File: src/rtl/sar_search.sv
// rtl/sar_search.sv - successive-approximation search controller driving an external magnitude comparator
// Optional macro SAR_STEP_CNT_EN adds the step_cnt output (compare cycles of the last search).
module sar_search #(
    parameter int N = 4
) (
    input  logic         clk,
    input  logic         rst,
    input  logic         start,
    input  logic         cmp_agtb,
    input  logic         cmp_aeqb,
    input  logic         cmp_altb,
    output logic [N-1:0] trial,
    output logic         busy,
    output logic         done,
    output logic [N-1:0] result,
    output logic         err
`ifdef SAR_STEP_CNT_EN
    ,
    output logic [$clog2(N+1)-1:0] step_cnt
`endif
);

    localparam int IW = $clog2(N);

    typedef enum logic [1:0] {
        IDLE,
        SEARCH,
        DONE
    } state_t;

    state_t          state, state_nx;
    logic [IW-1:0]   idx, idx_nx, idx_m1;
    logic [N-1:0]    trial_nx, result_nx, decided;
    logic            err_nx;
    logic            flags_ok;

    assign flags_ok = ({cmp_agtb, cmp_aeqb, cmp_altb} == 3'b100) ||
                      ({cmp_agtb, cmp_aeqb, cmp_altb} == 3'b010) ||
                      ({cmp_agtb, cmp_aeqb, cmp_altb} == 3'b001);
    assign idx_m1   = idx - IW'(1);

    always_ff @(posedge clk or posedge rst) begin
        if (rst) begin
            state  <= IDLE;
            trial  <= '0;
            result <= '0;
            err    <= 1'b0;
            idx    <= IW'(N - 1);
            busy   <= 1'b0;
            done   <= 1'b0;
        end else begin
            state  <= state_nx;
            trial  <= trial_nx;
            result <= result_nx;
            err    <= err_nx;
            idx    <= idx_nx;
            busy   <= (state_nx == SEARCH);
            done   <= (state_nx == DONE);
        end
    end

    always_comb begin
        state_nx  = state;
        trial_nx  = trial;
        idx_nx    = idx;
        result_nx = result;
        err_nx    = err;
        decided   = trial;
        // bit-idx decision: a trial above the target means that bit must be zero
        if (cmp_agtb) begin
            decided[idx] = 1'b0;
        end
        case (state)
            IDLE: begin
                if (start) begin
                    trial_nx  = {1'b1, {(N-1){1'b0}}};
                    idx_nx    = IW'(N - 1);
                    result_nx = '0;
                    err_nx    = 1'b0;
                    state_nx  = SEARCH;
                end
            end
            SEARCH: begin
                if (!flags_ok) begin
                    err_nx    = 1'b1;
                    result_nx = trial;
                    state_nx  = DONE;
                end else if (cmp_aeqb) begin
                    result_nx = trial;
                    state_nx  = DONE;
                end else if (idx != '0) begin
                    trial_nx         = decided;
                    trial_nx[idx_m1] = 1'b1;
                    idx_nx           = idx_m1;
                end else begin
                    result_nx = decided;
                    state_nx  = DONE;
                end
            end
            DONE: begin
                state_nx = IDLE;
            end
            default: begin
                state_nx = IDLE;
            end
        endcase
    end

`ifdef SAR_STEP_CNT_EN
    always_ff @(posedge clk or posedge rst) begin
        if (rst) begin
            step_cnt <= '0;
        end else if (state == IDLE && start) begin
            step_cnt <= '0;
        end else if (state == SEARCH) begin
            step_cnt <= step_cnt + 1'b1;
        end
    end
`endif

endmodule

File: config.mk
export PLATFORM = sky130hd
export DESIGN_NAME = sar_search
export DESIGN_NICKNAME = d
export VERILOG_FILES = /design/src/rtl/sar_search.sv
export SDC_FILE = /design/constraint.sdc
export NUM_CORES = 1
export LEC_CHECK = 0
export CAP_MARGIN = 20
export CELL_PAD_IN_SITES_DETAIL_PLACEMENT = 0
export CELL_PAD_IN_SITES_GLOBAL_PLACEMENT = 1
export CORE_MARGIN = 2
export CORE_UTILIZATION = 41
export DETAILED_ROUTE_END_ITERATION = 8
export MAX_ROUTING_LAYER = met4
export PLACE_DENSITY_LB_ADDON = 0.08
export SLEW_MARGIN = 20
export SYNTH_ARGS = -nofsm -noshare
export SYNTH_HDL_FRONTEND = slang
export SYNTH_SLANG_ARGS = --single-unit
File: constraint.sdc
create_clock -name clk -period 5.51 [get_ports clk]
set_clock_uncertainty 0.1 [all_clocks]
set_input_delay 0.8265 -clock clk [delete_from_list [all_inputs] [get_ports clk]]
set_output_delay 0.8265 -clock clk [all_outputs]
set_load 0.01 [all_outputs]
# Word level (Yosys, flattened, before mapping)

Cells that the tools add are included.

Register bits: 15
Input bits: 6
Output and inout bits: 11
Word-level logic and storage cells: 65

Add/sub/neg operators: 1
Order comparisons: 4
Equality and inequality tests: 12
Mux-type cells: 28
Bitwise operators: 3
Reduce and logical (&&, ||, !) cells: 10

Operator list:

| cell                                                                                 | count |
|---|---|
| 4-bit 2-to-1 mux                                                                     | 9 |
| 2-bit 2-to-1 mux                                                                     | 8 |
| 4-bit case mux with 2 select lines                                                   | 2 |
| 2-bit inequality test (second input constant)                                        | 5 |
| 2-bit case mux with 2 select lines                                                   | 2 |
| 2-bit by 3-bit less-than comparator with 1-bit output (second input constant)        | 2 |
| 3-bit AND reduction                                                                  | 2 |
| 5-bit AND reduction                                                                  | 1 |
| 4-bit AND                                                                            | 1 |
| 1-bit demux with 2-bit select                                                        | 2 |
| 2-bit by 1-bit == test with 1-bit output (second input constant)                     | 2 |
| 2-bit by 1-bit greater-or-equal comparator with 1-bit output (second input constant) | 2 |
| 1-bit 2-to-1 mux                                                                     | 4 |
| 4-bit inequality test (second input constant)                                        | 1 |
| 4-bit inverter                                                                       | 1 |
| 4-bit OR                                                                             | 1 |
| 2-bit nonzero test                                                                   | 2 |
| 3-bit by 1-bit == test with 1-bit output (second input constant)                     | 1 |
| 3-bit by 2-bit == test with 1-bit output (second input constant)                     | 1 |
| 3-bit == test (second input constant)                                                | 1 |
| 2-bit == test (second input constant)                                                | 1 |
| 1-bit logical AND                                                                    | 2 |
| 2-bit zero test                                                                      | 1 |
| 1-bit logical OR                                                                     | 2 |
| other kinds (2)                                                                      | 2 |

# Depth between registers and ports, before layout

Gate-level depths: netlist of the first run.

Depth after elaboration: 12
Mapped depth: 5
Gate-level depth less buffers: 5

# Worst setup path before layout of the first run

Ideal clock, no wire load.

Path type: in2reg
Start: input cmp_agtb
End: register result[0]
Setup time: 128 ps
Arrival time: 1796 ps
Data required time: 5282 ps
Setup slack: 3486 ps
Cell stages on the path: 4
Buffers on the path: 1
Path through: buf_4 > xor2_2 > a211oi_4 > mux2_1

Longest elaborated chain between the ends: 5
Elaborated cells between the ends (all ways): 12
Classes of those cells: eq/ne (4); mux (5); reduce/logical (3)

Ends and longest elaborated chain:

| item                                                                                       | line   | RTL |
|---|---|---|
| start, declared                                                                            | 9      | `input logic cmp_agtb,` |
| 3-bit == test (tied with other cells)                                                      | 37     | `assign flags_ok = ({cmp_agtb, cmp_aeqb, cmp_altb} == 3'b100) \|\|` |
| 1-bit logical OR or 4-bit 2-to-1 mux (tied branches)                                       | 37, 91 |  |
| 1-bit logical OR or 4-bit 2-to-1 mux (tied branches)                                       | 38, 88 |  |
| 4-bit inequality test (no source line) or 4-bit 2-to-1 mux (tied branches)                 | -      |  |
| 3-bit AND reduction (no source line) or 4-bit case mux with 2 select lines (tied branches) | -      |  |
| end signal, assigned                                                                       | 54     | `result <= result_nx;` |
| end, declared                                                                              | 15     | `output logic [N-1:0] result,` |

Several ways; a longest one is shown, not always the timed one. The select of a mux whose other input is x is not followed.
A chain may end at the register's enable or synchronous reset.

# Worst setup path after layout of the first run

Start: input cmp_agtb
End: register result[2]

The elaborated chain is that of the path after synthesis.

==> run metrics, run 1 <==
CTS Buf Count=3; Seq/Total Area, Yosys=0.457; Buf/Inv on CP=1; Yosys Warn Count=0; Syn Std Cell Area=827 um^2; Port Buffers=16; Hold Crit Class=flop to flop; PnR worst setup slack=3.06 ns; hold_buf cts=0; CP required=5.58 ns; Detail Placement HPWL=around 1200 um; number of global-route vias before repair=about 560; maximum root-to-sink buffer count=2; pre-CTS setup slack=2.77 ns; Root Buffer=clkbuf_4; first-pass GRT wire length=around 2600 um; Slew headroom=0.587; final critical-path share of the clock period=0.445; count of final hold-check violations=0; FMAX=408 MHz; Comb power frac=0.457; DR WL/cell=13.6 um; Site Rows=16; final wirelength=1560 um; post-CTS setup buffer count=0; Arrival @ worst endpoint=~2.5 ns; Via-to-Cell Ratio=4.89; DIE AREA=0.00239 mm^2; unrepaired setup endpoints after global routing=no; Clock Sinks=15; Initial Utilization=0.430; drt first pass iters=4; critical path's slowest cell=clkdlybuf4s50_1; status=completed; internal cell power=0.287 mW; post_cts resized=0; Worst Path Max Fanout=7; kind of critical path=primary input to flop; DRT iter0 DRCs=14; clock network power share=0.139; Placeable Area=0.00192 mm^2; post-synth cell types=29; most common cell after layout, fill and taps aside=clkdlybuf4s50_1; syn_nets=81; synthesis-to-layout area growth=25.3%; DRC=0; sequential group share of total power=0.405; dpl cells=~110; Routed Antenna Nets=0; WHS=0.387 ns; Top Family by Delay on Critical Path=buffers and inverters; antenna cells=0; CTS clock-pin slew for the worst setup and hold paths=0.08 ns; IO Count=17; critical path startpoint category=primary input; leakage power=a little under 0.5 nW; Final GP Congestion=0.769; initial antenna violation count=0; crit-path max cell delay=0.64 ns; Total Nets Final=100; Syn Inst Count=70; max cap viols=0; crit-path cells=clkdlybuf4s50_1 -> nor3b_1 -> a211oi_1 -> mux2_1; Die Y=roughly 50 um; CTS tree=yes; Slew Limit Fails=0; fillers=about 170; Seq cells post-synth=15; Slew @ Worst Pin=between 0.6 and 0.7 ns; grt ovf=0; GR Util All Layers=0.150; CTS H-tree lvls=1; clk_lat worst skew=0.28 ns; share of cells above drive strength 1=0.136; Psw=0.158 mW; Max VDD drop=233 uV; most frequent cells in the layout=16 x clkdlybuf4s50_1, 13 x dfrtp_1, 7 x inv_1; Worst setup EP type=flop; Pwr Density=429 mW/mm^2; Syn Area/Cell=roughly 12 um^2; final setup fails=0; largest net degree at the start of global routing=16; min Tclk post-route=between 2 and 2.5 ns; die span in x=48.9 um; TNS Setup=0 ns; switching part of the total power=0.354; vias post-DR=roughly 560; Non-Filler Instances=115
cells by family after synthesis:
| family | count (synthesis) | synth area share |
|---|---|---|
| adders and majority gates | 5 | 0.0756 |
| buffers and inverters | 9 | 0.0454 |
| muxes | 6 | 0.0847 |
| xor gates and xnor gates | 2 | 0.0303 |
| and+or+nand+nor | 19 | 0.139 |
| DFF | 15 | 0.457 |
| AOI/OAI and AO/OA | 14 | 0.168 |
metal layers:
layer,global-route usage,wire length [um],vias up,share of wire
li1,-,-,279,-
met1,0.194,734,264,0.47
met2,0.221,731,17,0.47
met3,0.0583,81,2,0.052
met4,0.0333,12,0,0.0077
met5,-,0,-,0
registers in the layout, summed over array words and instances, names as in the netlist:
register / flops
state: 2
err: 1
result: 4
idx: 2
done: 1
trial: 4
busy: 1
power by group through the flow:
stage,registers (mW),clock network (mW),logic [mW]
5_1_grt,0.188,0.0702,0.220
2_1_floorplan,0.191,0,0.109
4_1_cts,0.181,0.0625,0.204
3_3_place_gp,0.182,0,0.204
6_report,0.180,0.0616,0.203
3_5_place_dp,0.182,0,0.204
worst register-to-register path, stage by stage (launching register included):
cell and delay [ns]:
dfstp_2 0.55, inv_1 0.09, ha_1 0.25, nor4b_4 0.38, a211oi_4 0.16, mux2_1 0.34
synth_stat cells, drive strengths merged:
master / count / share of area
a211oi: 6 / 0.070
a21boi: 1 / 0.023
a21oi: 1 / 0.0060
a221o: 3 / 0.036
and2: 2 / 0.017
and2b: 1 / 0.0091
and3: 1 / 0.0076
buf: 1 / 0.0091
clkbuf: 1 / 0.0045
dfrtp: 13 / 0.39
dfstp: 2 / 0.064
ha: 5 / 0.076
inv: 7 / 0.032
mux2: 5 / 0.073
mux2i: 1 / 0.012
nand2: 6 / 0.027
nand2b: 1 / 0.0076
nor2: 5 / 0.023
nor3b: 1 / 0.0091
nor4b: 1 / 0.029
o221ai: 1 / 0.011
o311a: 1 / 0.014
o31ai: 1 / 0.0091
or3b: 1 / 0.011
xnor2: 1 / 0.011
xor2: 1 / 0.020
cell type report:
type	count	area, um^2	area share
inverters	7	26.3	0.0254
multi-input cells	46	412	0.397
flip-flops and latches	15	378	0.365
well taps	27	33.8	0.0326
clock buffers	4	26.3	0.0254
repair buffers	16	160	0.155
metrics by stage:
step	utilization	instance area (um^2)	power (mW)
floorplan	-	827	0.300
global placement	0.525	1010	0.386
detailed placement	0.525	1010	0.386
CTS	0.539	1040	0.447
global route	0.539	1040	0.479
finish	0.539	1040	0.445
path summary, 6_finish.rpt:
path	startpoint	endpoint	slack, ns	cells after the start
max	cmp_agtb	result[2]	3.06	4
min	err	err	0.39	2
max reg2reg	idx[0]	result[3]	3.54	5
min reg2reg	err	err	0.39	2
max in group asynchronous	rst	idx[1]	4.16	2
min in group asynchronous	rst	trial[2]	0.78	2
No activity file was read; power rests on OpenSTA's default activity.
==> inputs of run 2 (changes only) <==
--- a/config.mk
+++ b/config.mk
@@ -9,7 +9,7 @@
 export CELL_PAD_IN_SITES_DETAIL_PLACEMENT = 0
 export CELL_PAD_IN_SITES_GLOBAL_PLACEMENT = 1
 export CORE_MARGIN = 2
-export CORE_UTILIZATION = 41
+export CORE_UTILIZATION = 38
 export DETAILED_ROUTE_END_ITERATION = 8
 export MAX_ROUTING_LAYER = met4
 export PLACE_DENSITY_LB_ADDON = 0.08
==> constraint.sdc (replaced) <==
create_clock -name clk -period 2.55 [get_ports clk]
set_clock_uncertainty 0.1 [all_clocks]
set_input_delay 0.3825 -clock clk [delete_from_list [all_inputs] [get_ports clk]]
set_output_delay 0.3825 -clock clk [all_outputs]
set_load 0.01 [all_outputs]
==> run 2 against run 1 <==
Net effect:
- worst setup slack worse by 2.5 ns
- sequential share of layout area hardly changed
- largest power group unchanged
- critical path depth is 1 higher
- critical endpoint is now trial[1]
- highest routed layer unchanged
==> run metrics, run 2 (synthesis gave the netlist of run 1 again) <==
status=completed; Psw=0.363 mW; pre-CTS setup slack=roughly 0.4 ns; leakage power=0.490 nW; Slew Limit Fails=0; number of global-route vias before repair=682; Port Buffers=16; Slew @ Worst Pin=0.590 ns; clock network power share=0.149; Top Family by Delay on Critical Path=flip-flops; largest net degree at the start of global routing=16; DR WL/cell=approximately 16 um; drt first pass iters=4; area post-placement=0.00101 mm^2; final critical-path share of the clock period=0.782; CP Capture Point=trial[1]; initial antenna violation count=0; kind of critical path=flop to flop; CTS Buf Count=3; CTS clock-pin slew for the worst setup and hold paths=0.10 ns; vias post-DR=596; post_cts resized=0; post-CTS setup buffer count=0; sequential group share of total power=0.399; Comb power frac=0.452; CP startpoint=idx[0]; crit-path max cell delay=0.56 ns; min Tclk post-route=1.99 ns; Site Rows=16; reg2reg end=trial[1]; FF-to-FF setup slack=0.56 ns; DRT iter0 DRCs=14; antenna cells=0; final instance area=~0.0010 mm^2; final wirelength=1840 um; most frequent cells in the layout=16 x clkdlybuf4s50_1, 13 x dfrtp_1, 7 x inv_1; Non-Filler Instances=between 100 and 150; unrepaired setup endpoints after global routing=no; FF-to-FF Start=idx[0]; Routed Antenna Nets=0; Via-to-Cell Ratio=5.18; DRC=0; Max VDD drop=roughly 430 uV; Worst Path Max Fanout=9; maximum root-to-sink buffer count=2; FMAX=502 MHz; TNS Setup=0 ns; dpl cells=111; critical path startpoint category=flop; GR Util All Layers=0.173; CTS H-tree lvls=1; PnR worst setup slack=0.557 ns; count of final hold-check violations=0; Detail Placement HPWL=1310 um; switching part of the total power=0.370; Largest regs=result: 4 flops, trial: 4 flops; Slew headroom=0.606; first-pass GRT wire length=roughly 3200 um; Root Buffer=clkbuf_4; DIE AREA=0.00257 mm^2; share of cells above drive strength 1=0.148; IO Count=17; Hold Crit Class=primary input to asynchronous set/reset pin; Total Nets Final=100; Reg2Reg Depth=5; die span in x=50.7 um; max cap viols=0; internal cell power=0.619 mW; hold_buf cts=0; synthesis-to-layout area growth=25.4%; Arrival @ worst endpoint=2.07 ns; Initial Utilization=0.413; Pwr Density=946 mW/mm^2; Die Y=around 51 um; final setup fails=0; crit-path cells=inv_1 -> ha_1 -> nor4b_4 -> a21boi_4 -> a221o_1; Buf/Inv on CP=1; grt ovf=0; Placeable Area=0.00200 mm^2; Worst setup EP type=flop; clk_lat worst skew=roughly 0.29 ns; critical path's slowest cell=dfstp_2; Clock Sinks=15; CP required=2.63 ns; most common cell after layout, fill and taps aside=clkdlybuf4s50_1; cell count along the critical path=5; CTS tree=yes; Final GP Congestion=0.738
run 2: cell types whose count changed in the layout (fill, tap and decap cells not counted), sizes merged:
cell	previous run	this run
clkbuf	4	3
clkinv	0	1
run 2: worst min path at each step:
| stage | from | to | slack, ns | depth (start not counted) |
|---|---|---|---|---|
| 3_5_place_dp | result[1] | result[1] | 0.39 | 1 |
| 5_1_grt | rst | result[1] | 0.42 | 2 |
| 6_report | rst | result[1] | 0.34 | 2 |
| 2_1_floorplan | rst | busy | 0.18 | 1 |
| 4_1_cts | rst | trial[0] | 0.37 | 2 |
| 3_3_place_gp | result[0] | result[0] | 0.37 | 1 |
run 2: final cells by class:
type / instances / area [um^2]
clock buffer: 3 / 22.5
clock inverter: 1 / 5.00
fill: 196 / 965
inverter: 7 / 26.3
multi-input combinational: 46 / 412
sequential: 15 / 378
tap: 27 / 33.8
timing repair buffer: 16 / 160
run 2: layer usage:
metal	share of wire	vias to the layer above	global-route usage
li1	-	279	-
met3	0.028	4	0.0268
met4	0.010	0	0.0631
met2	0.48	13	0.274
met5	0	-	-
met1	0.49	300	0.226
run 2: power by group through the flow:
stage                     clock, mW  sequential (mW)  combinational, mW
after floorplan                   0            0.414              0.235
after global placement            0            0.395              0.456
after detailed placement          0            0.396              0.448
after CTS                     0.152            0.392              0.452
after global routing          0.157            0.407              0.491
final                         0.146            0.392              0.444
run 2: per-stage QoR:
stage	hold WS [ns]	util	total power, mW
2_1_floorplan	0.183	-	0.648
3_3_place_gp	0.374	0.504	0.851
3_5_place_dp	0.391	0.504	0.844
4_1_cts	0.366	0.518	0.996
5_1_grt	0.415	0.518	1.06
6_report	0.341	0.518	0.981
